## config.mk

```make
export PLATFORM = sky130hd
export DESIGN_NAME = fir_output_stage
export DESIGN_NICKNAME = d
export VERILOG_FILES = /design/src/rtl/fir_output_stage.sv
export SDC_FILE = /design/constraint.sdc
export NUM_CORES = 1
export LEC_CHECK = 0
export BUFFER_PORTS_ARGS = -buffer_cell sky130_fd_sc_hd__buf_2
export CORE_ASPECT_RATIO = 1.4
export CORE_UTILIZATION = 35
export DETAILED_ROUTE_END_ITERATION = 16
export SETUP_SLACK_MARGIN = 0.4
export SYNTH_ARGS = -nofsm -noshare
export SYNTH_HDL_FRONTEND = slang
export SYNTH_SLANG_ARGS = --single-unit
```

## constraint.sdc

```tcl
create_clock -name clk -period 3.67 [get_ports clk]
set_input_delay 0.367 -clock clk [delete_from_list [all_inputs] [get_ports clk]]
set_output_delay 0.367 -clock clk [all_outputs]
set_load 0.05 [all_outputs]
```

## src/rtl/fir_output_stage.sv

```systemverilog
// FIR output stage: captures the accumulator on each sample strobe, rounds and
// saturates it, and buffers the result in a show-ahead FIFO behind a valid/ready port.
module fir_output_stage #(
  parameter int ACC_W      = 20,
  parameter int OUT_W      = 8,
  parameter int FRAC_SHIFT = 8,
  parameter int DEPTH      = 4
) (
  input  logic                           clk,
  input  logic                           reset,
  input  logic signed [ACC_W-1:0]        acc_in,
  input  logic                           sample_en,
  input  logic                           clear_flags,
  output logic signed [OUT_W-1:0]        out_data,
  output logic                           out_valid,
  input  logic                           out_ready,
  output logic [$clog2(DEPTH+1)-1:0]     count,
  output logic                           overflow,
  output logic                           sat_flag
);

  localparam int PTR_W = $clog2(DEPTH);
  localparam int CNT_W = $clog2(DEPTH+1);

  localparam logic signed [ACC_W:0] RND     = {{ACC_W{1'b0}}, 1'b1} << (FRAC_SHIFT-1);
  localparam logic signed [ACC_W:0] SAT_MAX = {{(ACC_W-OUT_W+2){1'b0}}, {(OUT_W-1){1'b1}}};
  localparam logic signed [ACC_W:0] SAT_MIN = {{(ACC_W-OUT_W+2){1'b1}}, {(OUT_W-1){1'b0}}};

  function automatic logic signed [ACC_W:0] round_shift(input logic signed [ACC_W-1:0] x);
    logic signed [ACC_W:0] ext;
    ext = {x[ACC_W-1], x};
    return (ext + RND) >>> FRAC_SHIFT;
  endfunction

  function automatic logic is_sat(input logic signed [ACC_W:0] v);
    return (v > SAT_MAX) || (v < SAT_MIN);
  endfunction

  function automatic logic signed [OUT_W-1:0] saturate(input logic signed [ACC_W:0] v);
    if (v > SAT_MAX)
      return SAT_MAX[OUT_W-1:0];
    else if (v < SAT_MIN)
      return SAT_MIN[OUT_W-1:0];
    else
      return v[OUT_W-1:0];
  endfunction

  logic signed [ACC_W:0]   q_ext_p0;
  logic                    sat_p0;
  logic signed [OUT_W-1:0] data_p1;
  logic                    vld_p1;

  logic signed [OUT_W-1:0] mem [DEPTH];
  logic [PTR_W-1:0]        wr_ptr;
  logic [PTR_W-1:0]        rd_ptr;
  logic                    full;
  logic                    pop;
  logic                    wr_en;
  logic                    drop;

  // Stage 0 -> 1: round, saturate and capture on the strobe
  assign q_ext_p0 = round_shift(acc_in);
  assign sat_p0   = sample_en && is_sat(q_ext_p0);

  always_ff @(posedge clk or posedge reset) begin
    if (reset)
      vld_p1 <= 1'b0;
    else
      vld_p1 <= sample_en;
  end

  always_ff @(posedge clk) begin
    if (sample_en)
      data_p1 <= saturate(q_ext_p0);
  end

  // Stage 1 -> 2: FIFO push; a pop on the same edge frees the slot when full
  assign full     = (count == CNT_W'(DEPTH));
  assign out_valid = (count != '0);
  assign pop      = out_valid && out_ready;
  assign wr_en    = vld_p1 && (!full || pop);
  assign drop     = vld_p1 && full && !pop;

  always_ff @(posedge clk) begin
    if (wr_en)
      mem[wr_ptr] <= data_p1;
  end

  always_ff @(posedge clk or posedge reset) begin
    if (reset) begin
      wr_ptr <= '0;
      rd_ptr <= '0;
      count  <= '0;
    end else begin
      if (wr_en)
        wr_ptr <= wr_ptr + PTR_W'(1);
      if (pop)
        rd_ptr <= rd_ptr + PTR_W'(1);
      case ({wr_en, pop})
        2'b10:   count <= count + CNT_W'(1);
        2'b01:   count <= count - CNT_W'(1);
        default: count <= count;
      endcase
    end
  end

  always_ff @(posedge clk or posedge reset) begin
    if (reset) begin
      overflow <= 1'b0;
      sat_flag <= 1'b0;
    end else begin
      if (drop)
        overflow <= 1'b1;
      else if (clear_flags)
        overflow <= 1'b0;
      if (sat_p0)
        sat_flag <= 1'b1;
      else if (clear_flags)
        sat_flag <= 1'b0;
    end
  end

  assign out_data = out_valid ? mem[rd_ptr] : '0;

endmodule
```

== Word level (Yosys, flattened, before mapping) ==
Memory sizes are Yosys's and may differ from the RTL's.
Index checks and enable logic that the tools add are counted.

* Register bits: 18
* Bits in latches: 0
* RAM bits: 32
* Memory bits (read-only): 0
* Input bits: 25
* Output and inout port bits: 14
* Logic and storage cells: 39
* Memories kept: 1

{| class="wikitable"
|+ Memories
! name !! words !! width !! rd ports !! clocked after Yosys merged registers in !! wr ports !! RTL line !! RTL
|-
| mem || 4 || 8 || 1 || 0 || 1 || 53 || <nowiki>logic signed [OUT_W-1:0] mem [DEPTH];</nowiki>
|}

* Add/subtract/negate cells: 5
* $mul: 0
* Divide/modulo/power cells: 0
* Magnitude comparators: 2
* Eq/ne operators: 3
* Shifts and indexed selects: 0
* Mux-type cells: 8
* Bitwise operators: 0
* Reductions and logical operators: 13

{| class="wikitable"
|+ Operators with widths
! operator !! number
|-
| $add 20x9->21 const B || 1
|-
| $mux 8 || 2
|-
| $gt 13x8->1 const B || 1
|-
| $lt 13x8->1 const B || 1
|-
| $pmux 3 s2 || 1
|-
| $reduce_bool 2->1 || 3
|-
| $logic_and 1x1->1 || 5
|-
| $mux 1 || 5
|-
| $add 2x1->2 const B || 2
|-
| $add 3x1->3 const B || 1
|-
| $eq 3x3->1 const B || 1
|-
| $reduce_bool 3->1 || 1
|-
| $sub 3x1->3 const B || 1
|-
| $eq 2x1->1 const B || 1
|-
| $eq 2x2->1 const B || 1
|-
| $logic_not 1->1 || 2
|-
| $logic_or 1x1->1 || 2
|}

== Depth between registers and ports, before layout ==
Gate-level depths: netlist of run 1.

* Word-level depth: 6
* Mapped depth: 10
* Mapped depth without buffers: 9

== Least setup slack after synthesis of run 1 ==
OpenSTA, ideal clock, no wires.

* Kind: reg-to-reg
* Start: reg count[0]
* End: reg count[2]
* Setup time: 0.082 ns
* Arrival time: 2.644 ns
* Required time: 3.588 ns
* Setup slack: 0.945 ns
* Stages on the path, launching flop included: 10
* Buffers on the path: 1
* Clock period less this slack: 2.725 ns
* Cells stage by stage: dfrtp_1 -> or3_1 -> clkbuf_1 -> and2_1 -> ha_1 -> inv_1 -> fa_1 -> xor2_1 -> nor2_1 -> xor2_1

* Cells in the longest elaborated chain, start to end: 6
* Elaborated cells between the ends (all ways): 12
* Those cells by class: add/sub: 2; eq/ne: 3; mux: 1; reduce/logical: 6

{| class="wikitable"
|+ RTL lines
! element !! RTL line !! RTL
|-
| start: declaration || 17 || <nowiki>output logic [$clog2(DEPTH+1)-1:0] count,</nowiki>
|-
| start signal: assignment || 100 || <nowiki>2'b10: count <= count + CNT_W'(1);</nowiki>
|-
| start signal: assignment || 101 || <nowiki>2'b01: count <= count - CNT_W'(1);</nowiki>
|-
| start signal: assignment || 102 || <nowiki>default: count <= count;</nowiki>
|-
| $reduce_bool 3->1 * || 79 || <nowiki>assign out_valid = (count != '0);</nowiki>
|-
| net out_valid || 15 || <nowiki>output logic out_valid,</nowiki>
|-
| $logic_and 1x1->1 * || 80 || <nowiki>assign pop = out_valid && out_ready;</nowiki>
|-
| net pop || 57 || <nowiki>logic pop;</nowiki>
|-
| $logic_or 1x1->1 || 81 || <nowiki>assign wr_en = vld_p1 && (!full || pop);</nowiki>
|-
| $logic_and 1x1->1 || 81 ||
|-
| $eq 2x1->1 / $eq 2x2->1 (equally long branches) || 99 || <nowiki>case ({wr_en, pop})</nowiki>
|-
| $pmux 3 s2 / $reduce_bool 2->1 (equally long branches) || n/a ||
|}

Mark *: on every way through the listed nets, which the timed path passes. The rest lies on a longest branch.
A chain may end at the register's enable or synchronous reset.

== Worst setup path in the final report of run 1 ==
* Start: reg rd_ptr[0]
* End: out out_data[4]

* Cells in the longest elaborated chain, start to end: 2

{| class="wikitable"
|+ RTL lines
! element !! RTL line !! RTL
|-
| start: declaration || 55 || <nowiki>logic [PTR_W-1:0] rd_ptr;</nowiki>
|-
| start signal: assignment || 98 || <nowiki>rd_ptr <= rd_ptr + PTR_W'(1);</nowiki>
|-
| $mem_v2 4x8 || n/a ||
|-
| $mux 8 || 123 || <nowiki>assign out_data = out_valid ? mem[rd_ptr] : '0;</nowiki>
|-
| end: declaration || 14 || <nowiki>output logic signed [OUT_W-1:0] out_data,</nowiki>
|}

Every way passes these cells.

==> summary.txt, run 1 <==
STA
  – Final setup viols: 0
  – Worst Skew: 0.01289 ns
  – Final Slew Violations: 0
  – Minimum clock period: 2.356 ns
  – Achievable clock frequency: 0.4245 GHz
  – Period utilisation layout: 64.18%
  – Slew headroom: 59.01%
  – Fin. Hold Viols: 0
  – Least-Margin Pin Slew: 0.6148 ns
  – RSZ-0062 raised after global routing: false
  – Setup_tns: 0 ns

Final layout
  – P&R area growth vs syn: 14.09%
  – Multi-input gate area: 904.6 um^2
  – Final #Nets: 237
  – FF+latch area: 0.001451 mm^2
  – # fillers: 649
  – Layout cells sized above 1: 26.70%
  – Final instance area: 0.002765 mm^2
  – Fin util: 41.54%
  – Ant. Diodes: 0

Die
  – Die Wd: 72.33 um
  – # IOs: 39
  – Die ar.: 0.007266 mm^2
  – Die Span Y: 100.5 um
  – Initial Utilization: 36.41%
  – Num rows: 35
  – Total core area: 0.006656 mm^2

Global routing
  – First-pass GRT wire length: 6.741 mm
  – Vias in the first global route: 1,386
  – Initial antenna violation count: 0
  – GRT Residual Overflow: 0
  – Largest net degree at the start of global routing: 16
  – GRT Total Usage: 12.26%

Job
  – Max cap viols: 0

Clock tree
  – Post-CTS Hold Buffers: 0
  – CTS Buffer Depth: 2
  – H-tree Lvls: 2
  – Worst-path clk slew: 0.09 ns
  – Clk root buf: clkbuf_8
  – Post CTS Setup Buffer Count: 0
  – CTS tree: yes
  – Post-cts resize count: 0
  – CTS buffer count: 5
  – Clk sink count: 50
  – Skew-Pair Late Insertion Delay: 0.30 ns

Yosys
  – Synth area leader: edfxtp_1
  – Most common cell in the synthesized netlist: edfxtp_1
  – Yosys reg bits: 50
  – Commonest cells in the netlist: edfxtp_1, and2_1, inv_1
  – Sequential area share after synthesis: 59.89%
  – Ys Warns: 0
  – Distinct cells, synth: 40
  – Yosys top cell area share: 49.56%
  – Cells after Synth: 172
  – Post-synth EDFFs: 40
  – Syn nets: 204
  – Post-synthesis area per instance: 14.09 um^2
  – Ranking of synthesized cells by area: edfxtp_1, dfrtp_1, mux4_2, and2_1, ha_1
  – Post-synthesis cell area: 0.002424 mm^2
  – Main synth FF type: edfxtp_1
  – Post-synth ARST share: 20.00%

Pwr
  – Sw Pwr: 0.0008117 W
  – Clock power share: 15.4%
  – Sequential cell fraction of total power: 43.0%
  – Peak VDD IR: 0.2342 mV
  – Pint: 0.001162 W
  – Sw frac: 41.12%
  – Pleak: 1.034 nW
  – PD cells: 713.9 mW/mm^2
  – Combinational Power Share: 41.6%

Setup path
  – CP Class: register to primary output
  – Worst r2r dst: count[2]
  – Critical R2R Launch: count[0]
  – Crit-path leading delay family: flip-flops
  – Critical Path AT: 1.99 ns
  – CP Data Required Time: 3.30 ns
  – CP Max Fanout: 10
  – Buf/Inv on CP: 1
  – Worst path cell trace: mux4_2, and2_1, buf_2
  – CP peak stage delay: 0.74 ns
  – Internal reg-to-reg setup slack: 1.38 ns
  – CP startpoint kind: register
  – Reg2Reg Depth: 9
  – Setup crit end kind: primary output
  – Max stage delay cell, worst path: dfrtp_1

Min path
  – Min-delay worst type: input pin to asynchronous set/reset pin

Drt
  – 1st-iter DRT viols: 26
  – First-pass DRT Iterations: 4
  – Wire per inst: 13.19 um
  – Vias per cell: 4.745
  – Antenna-violating nets left: 0
  – Vias: 1,414
  – DRC Markers: 0
  – Routed WL: 3.931 mm

Placement
  – Half-perimeter wire length after placement: 2.954 mm
  – IO buf count: 31
  – Dpl cell area: 0.002679 mm^2
  – Gp weighted congestion: 0.7370

Status
  – Status: finished clean
[metal layers]
layer / GRT usage, % / vias to the layer above / part of all wire (%)
met5: 0 / - / 0
met4: 5.882 / 0 / 1.8
met3: 1.800 / 4 / 3.0
met2: 21.85 / 31 / 53
met1: 14.25 / 676 / 42
li1: - / 703 / -
[metrics by stage]
stage / total power (W) / worst slack (ns) / instances / hold WS [ns]
final: 0.001974 / 1.314 / 298 / 0.01985
after global routing: 0.002089 / 1.092 / 298 / 0.04041
after CTS: 0.002005 / 1.258 / 298 / 0.02582
after detailed placement: 0.001703 / 1.334 / 290 / 0.3584
after global placement: 0.001687 / 1.400 / 290 / 0.3558
after floorplan: 0.001509 / 0.9445 / 172 / 0.2072
[worst max path at each step]
stage / startpoint / end / slack, ns / cells past startpoint
floorplan: count[0] / count[2] / 0.94 / 9
global placement: out_ready / count[2] / 1.40 / 10
detailed placement: out_ready / count[2] / 1.33 / 10
CTS: rd_ptr[0] / out_data[4] / 1.26 / 3
global route: count[0] / count[2] / 1.09 / 9
finish: rd_ptr[0] / out_data[4] / 1.31 / 3
[logic make-up (layout without fill, tap and decap cells)]
group / count (synthesis) / after routing / share of synthesized area, %
mux: 10 / 10 / 8.466
flops: 50 / 50 / 59.89
xor+xnor: 15 / 15 / 5.421
fa+ha+maj: 7 / 7 / 3.924
buf+inv: 18 / 52 / 2.788
compound gates: 24 / 24 / 8.209
simple gates: 48 / 48 / 11.31
[power groups by stage]
stage	Clock [W]	Combinational, W	Sequential, W
3_5_place_dp	0	0.000833	0.000870
4_1_cts	0.000314	0.000835	0.000856
3_3_place_gp	0	0.000827	0.000860
6_report	0.000303	0.000821	0.000850
5_1_grt	0.000324	0.000894	0.000870
2_1_floorplan	0	0.000639	0.000870
[registers in the layout, summed over array words and instances (netlist names)]
name / count
mem: 32
vld_p1: 1
wr_ptr: 2
rd_ptr: 2
count: 3
overflow: 1
sat_flag: 1
data_p1: 8
[final cells by class]
cell class	count	area share, %
tap	92	4.163
clock inverter	2	0.4977
clock buffer	6	2.624
sequential	50	52.49
inverter	12	1.629
timing repair buffer	32	5.882
multi-input combinational	104	32.71
[cell usage in the layout, fill, tap and decap left out, types with 2 or more instances in the layout]
cell / netlist / layout
inv_1: 12 / 12
o211ai_1: 3 / 3
xnor2_1: 7 / 7
o21ai_0: 6 / 6
edfxtp_1: 40 / 40
nor2_1: 9 / 9
nand2_1: 6 / 6
xor2_1: 8 / 8
dfrtp_1: 10 / 10
buf_2: 0 / 31
nand4_1: 2 / 2
a22oi_1: 6 / 6
nand3b_1: 2 / 2
ha_1: 6 / 6
mux4_2: 8 / 8
and2_1: 13 / 13
clkbuf_8: 0 / 5
o21a_1: 2 / 2
o2111ai_1: 2 / 2
nand3_1: 4 / 4
No activity file was read; power rests on OpenSTA's default activity.
==> run 2, diff against run 1 <==
==> constraint.sdc (replaced) <==
create_clock -name clk -period 2.4 [get_ports clk]
set_input_delay 0.24 -clock clk [delete_from_list [all_inputs] [get_ports clk]]
set_output_delay 0.24 -clock clk [all_outputs]
set_load 0.05 [all_outputs]
==> run 2 against run 1 <==
  * Global-route usage is 0.46 points higher
  * First-iteration DRC count grew to 2.5 times the previous value
  * Hold slack better by 0.13 ns
  * Core utilization up 1.8 points
  * Count of clock-buffer cells in the layout fell by 1
  * Total power grew 65%
  * Clock power up 88%
  * Flip-flop and latch count unchanged
  * Sequential share of layout area decreased by 2.1 points
  * Largest cell class unchanged
==> summary.txt, run 2 (synthesis results as in run 1) <==
Setup path
  – Critical R2R Launch: count[0]
  – Setup crit end kind: register
  – Worst r2r dst: count[2]
  – Critical Path AT: 2.15 ns
  – CP Max Fanout: 3
  – Reg2Reg Depth: 9
  – Internal reg-to-reg setup slack: 0.47 ns
  – CP startpoint kind: register
  – CP Data Required Time: 2.62 ns
  – CP Class: register to register

Final layout
  – Top reg by flops: mem
  – Largest registers: mem: 32 flops, data_p1: 8 flops, count: 3 flops
  – Layout cells sized above 1: 32.86%
  – Most frequent cells in the layout: edfxtp_1, buf_2, and2_1, inv_1, nor2_1
  – Final #Nets: 242
  – Commonest non-fill, non-tap cell in the layout: edfxtp_1
  – Number of flip-flops in the largest register: 32
  – Ant. Diodes: 0
  – P&R area growth vs syn: 19.15%

Drt
  – First-pass DRT Iterations: 4
  – Vias: 1,417
  – DRC Markers: 0
  – Vias per cell: 4.692
  – 1st-iter DRT viols: 65
  – Routed WL: 4.075 mm
  – Wire per inst: 13.49 um
  – Antenna-violating nets left: 0

Min path
  – Min-delay worst type: input pin to register
  – Worst hold endpoint: sat_flag
  – WHS Path Cells: 2
  – Hold_sp: clear_flags

Placement
  – Half-perimeter wire length after placement: 2.998 mm
  – Gp weighted congestion: 0.7771
  – Place WS: 0.2717 ns
  – IO buf count: 31

STA
  – RSZ-0062 raised after global routing: true
  – Worst setup margin: 0.4667 ns
  – Final hold slack: 0.1459 ns
  – Minimum clock period: 1.933 ns
  – Least-Margin Pin Slew: 0.4349 ns
  – Achievable clock frequency: 0.5172 GHz
  – Slew headroom: 71.01%
  – Setup_tns: 0 ns
  – Worst Skew: 0.009291 ns
  – Final Slew Violations: 0
  – Period utilisation layout: 80.55%
  – Fin. Hold Viols: 0
  – Final setup viols: 0

Die
  – # IOs: 39
  – Die Wd: 72.33 um
  – Num rows: 35
  – Initial Utilization: 36.41%
  – Die Span Y: 100.5 um
  – Die ar.: 0.007266 mm^2
  – Total core area: 0.006656 mm^2

Clock tree
  – Worst-path clk slew: 0.08 ns
  – CTS tree: yes
  – Clk sink count: 50
  – H-tree Lvls: 2
  – Clk root buf: clkbuf_8
  – CTS Buffer Depth: 2
  – CTS buffer count: 5
  – Skew-Pair Late Insertion Delay: 0.30 ns

Global routing
  – Vias in the first global route: 1,417
  – GRT Total Usage: 12.72%
  – Initial antenna violation count: 0
  – Largest net degree at the start of global routing: 16
  – First-pass GRT wire length: 6.810 mm
  – GRT Residual Overflow: 0

Status
  – Status: finished clean

Pwr
  – Power, Total: 0.003262 W
  – PD cells: 1130 mW/mm^2
  – Peak VDD IR: 0.4013 mV
  – Pleak: 1.082 nW

Job
  – Max cap viols: 0
run 2: worst max-delay path by stage:
| stage | startpoint | end | slack, ns | depth (start not counted) |
|---|---|---|---|---|
| after floorplan | count[0] | count[2] | 0.28 | 9 |
| after global placement | count[0] | count[2] | 0.31 | 9 |
| after detailed placement | count[0] | count[2] | 0.27 | 9 |
| after CTS | count[0] | count[2] | 0.40 | 9 |
| after global routing | count[0] | count[2] | 0.38 | 9 |
| final | count[0] | count[2] | 0.47 | 9 |
run 2: final cells by class:
class                      count  area, um^2
fill                         634        3769
sequential                    50        1455
multi-input combinational    104       944.7
timing repair buffer          37       220.2
tap                           92       115.1
clock buffer                   5       68.82
inverter                      12       45.04
clock inverter                 2       38.79
run 2: stage by stage:
step           cells  area [um^2]  utilization [%]
6_report         302         2888            43.38
5_1_grt          302         2888            43.38
4_1_cts          302         2874            43.18
3_5_place_dp     292         2721            40.88
3_3_place_gp     292         2721            40.88
2_1_floorplan    172         2462                -
run 2: where the power goes:
| group | internal, W | switching (W) | leakage [nW] |
|---|---|---|---|
| combinational | 0.000526 | 0.000897 | 0.540 |
| clock | 0.000307 | 0.000264 | 0.0542 |
| sequential | 0.00115 | 0.000119 | 0.487 |
run 2: what timing repair did:
action / in CTS / in global routing
endpoints found under the hold margin: 10 / 0
setup endpoints to repair: 6 / 5
cloned: 0 / 0
hold buffers: 1 / 0
pin swaps: 1 / 6
buffers inserted: 2 / 0
gates resized for setup: 4 / 7
run 2: routing by layer:
metal  vias up  wire length [um]  track usage (%)
met2        29              2309            23.36
met5         -                 0                0
met3         5               111            2.400
met1       669              1567            13.69
met4         0                88            6.335
li1        714                 -                -
run 2: critical path, stage by stage (launching register included):
cell and delay, ns:
dfrtp_2 0.44, nor4b_4 0.36, nor2b_4 0.07, inv_2 0.08
ha_4 0.14, inv_2 0.03, fa_2 0.33, xor2_1 0.15
nor2_1 0.12, xor2_1 0.14
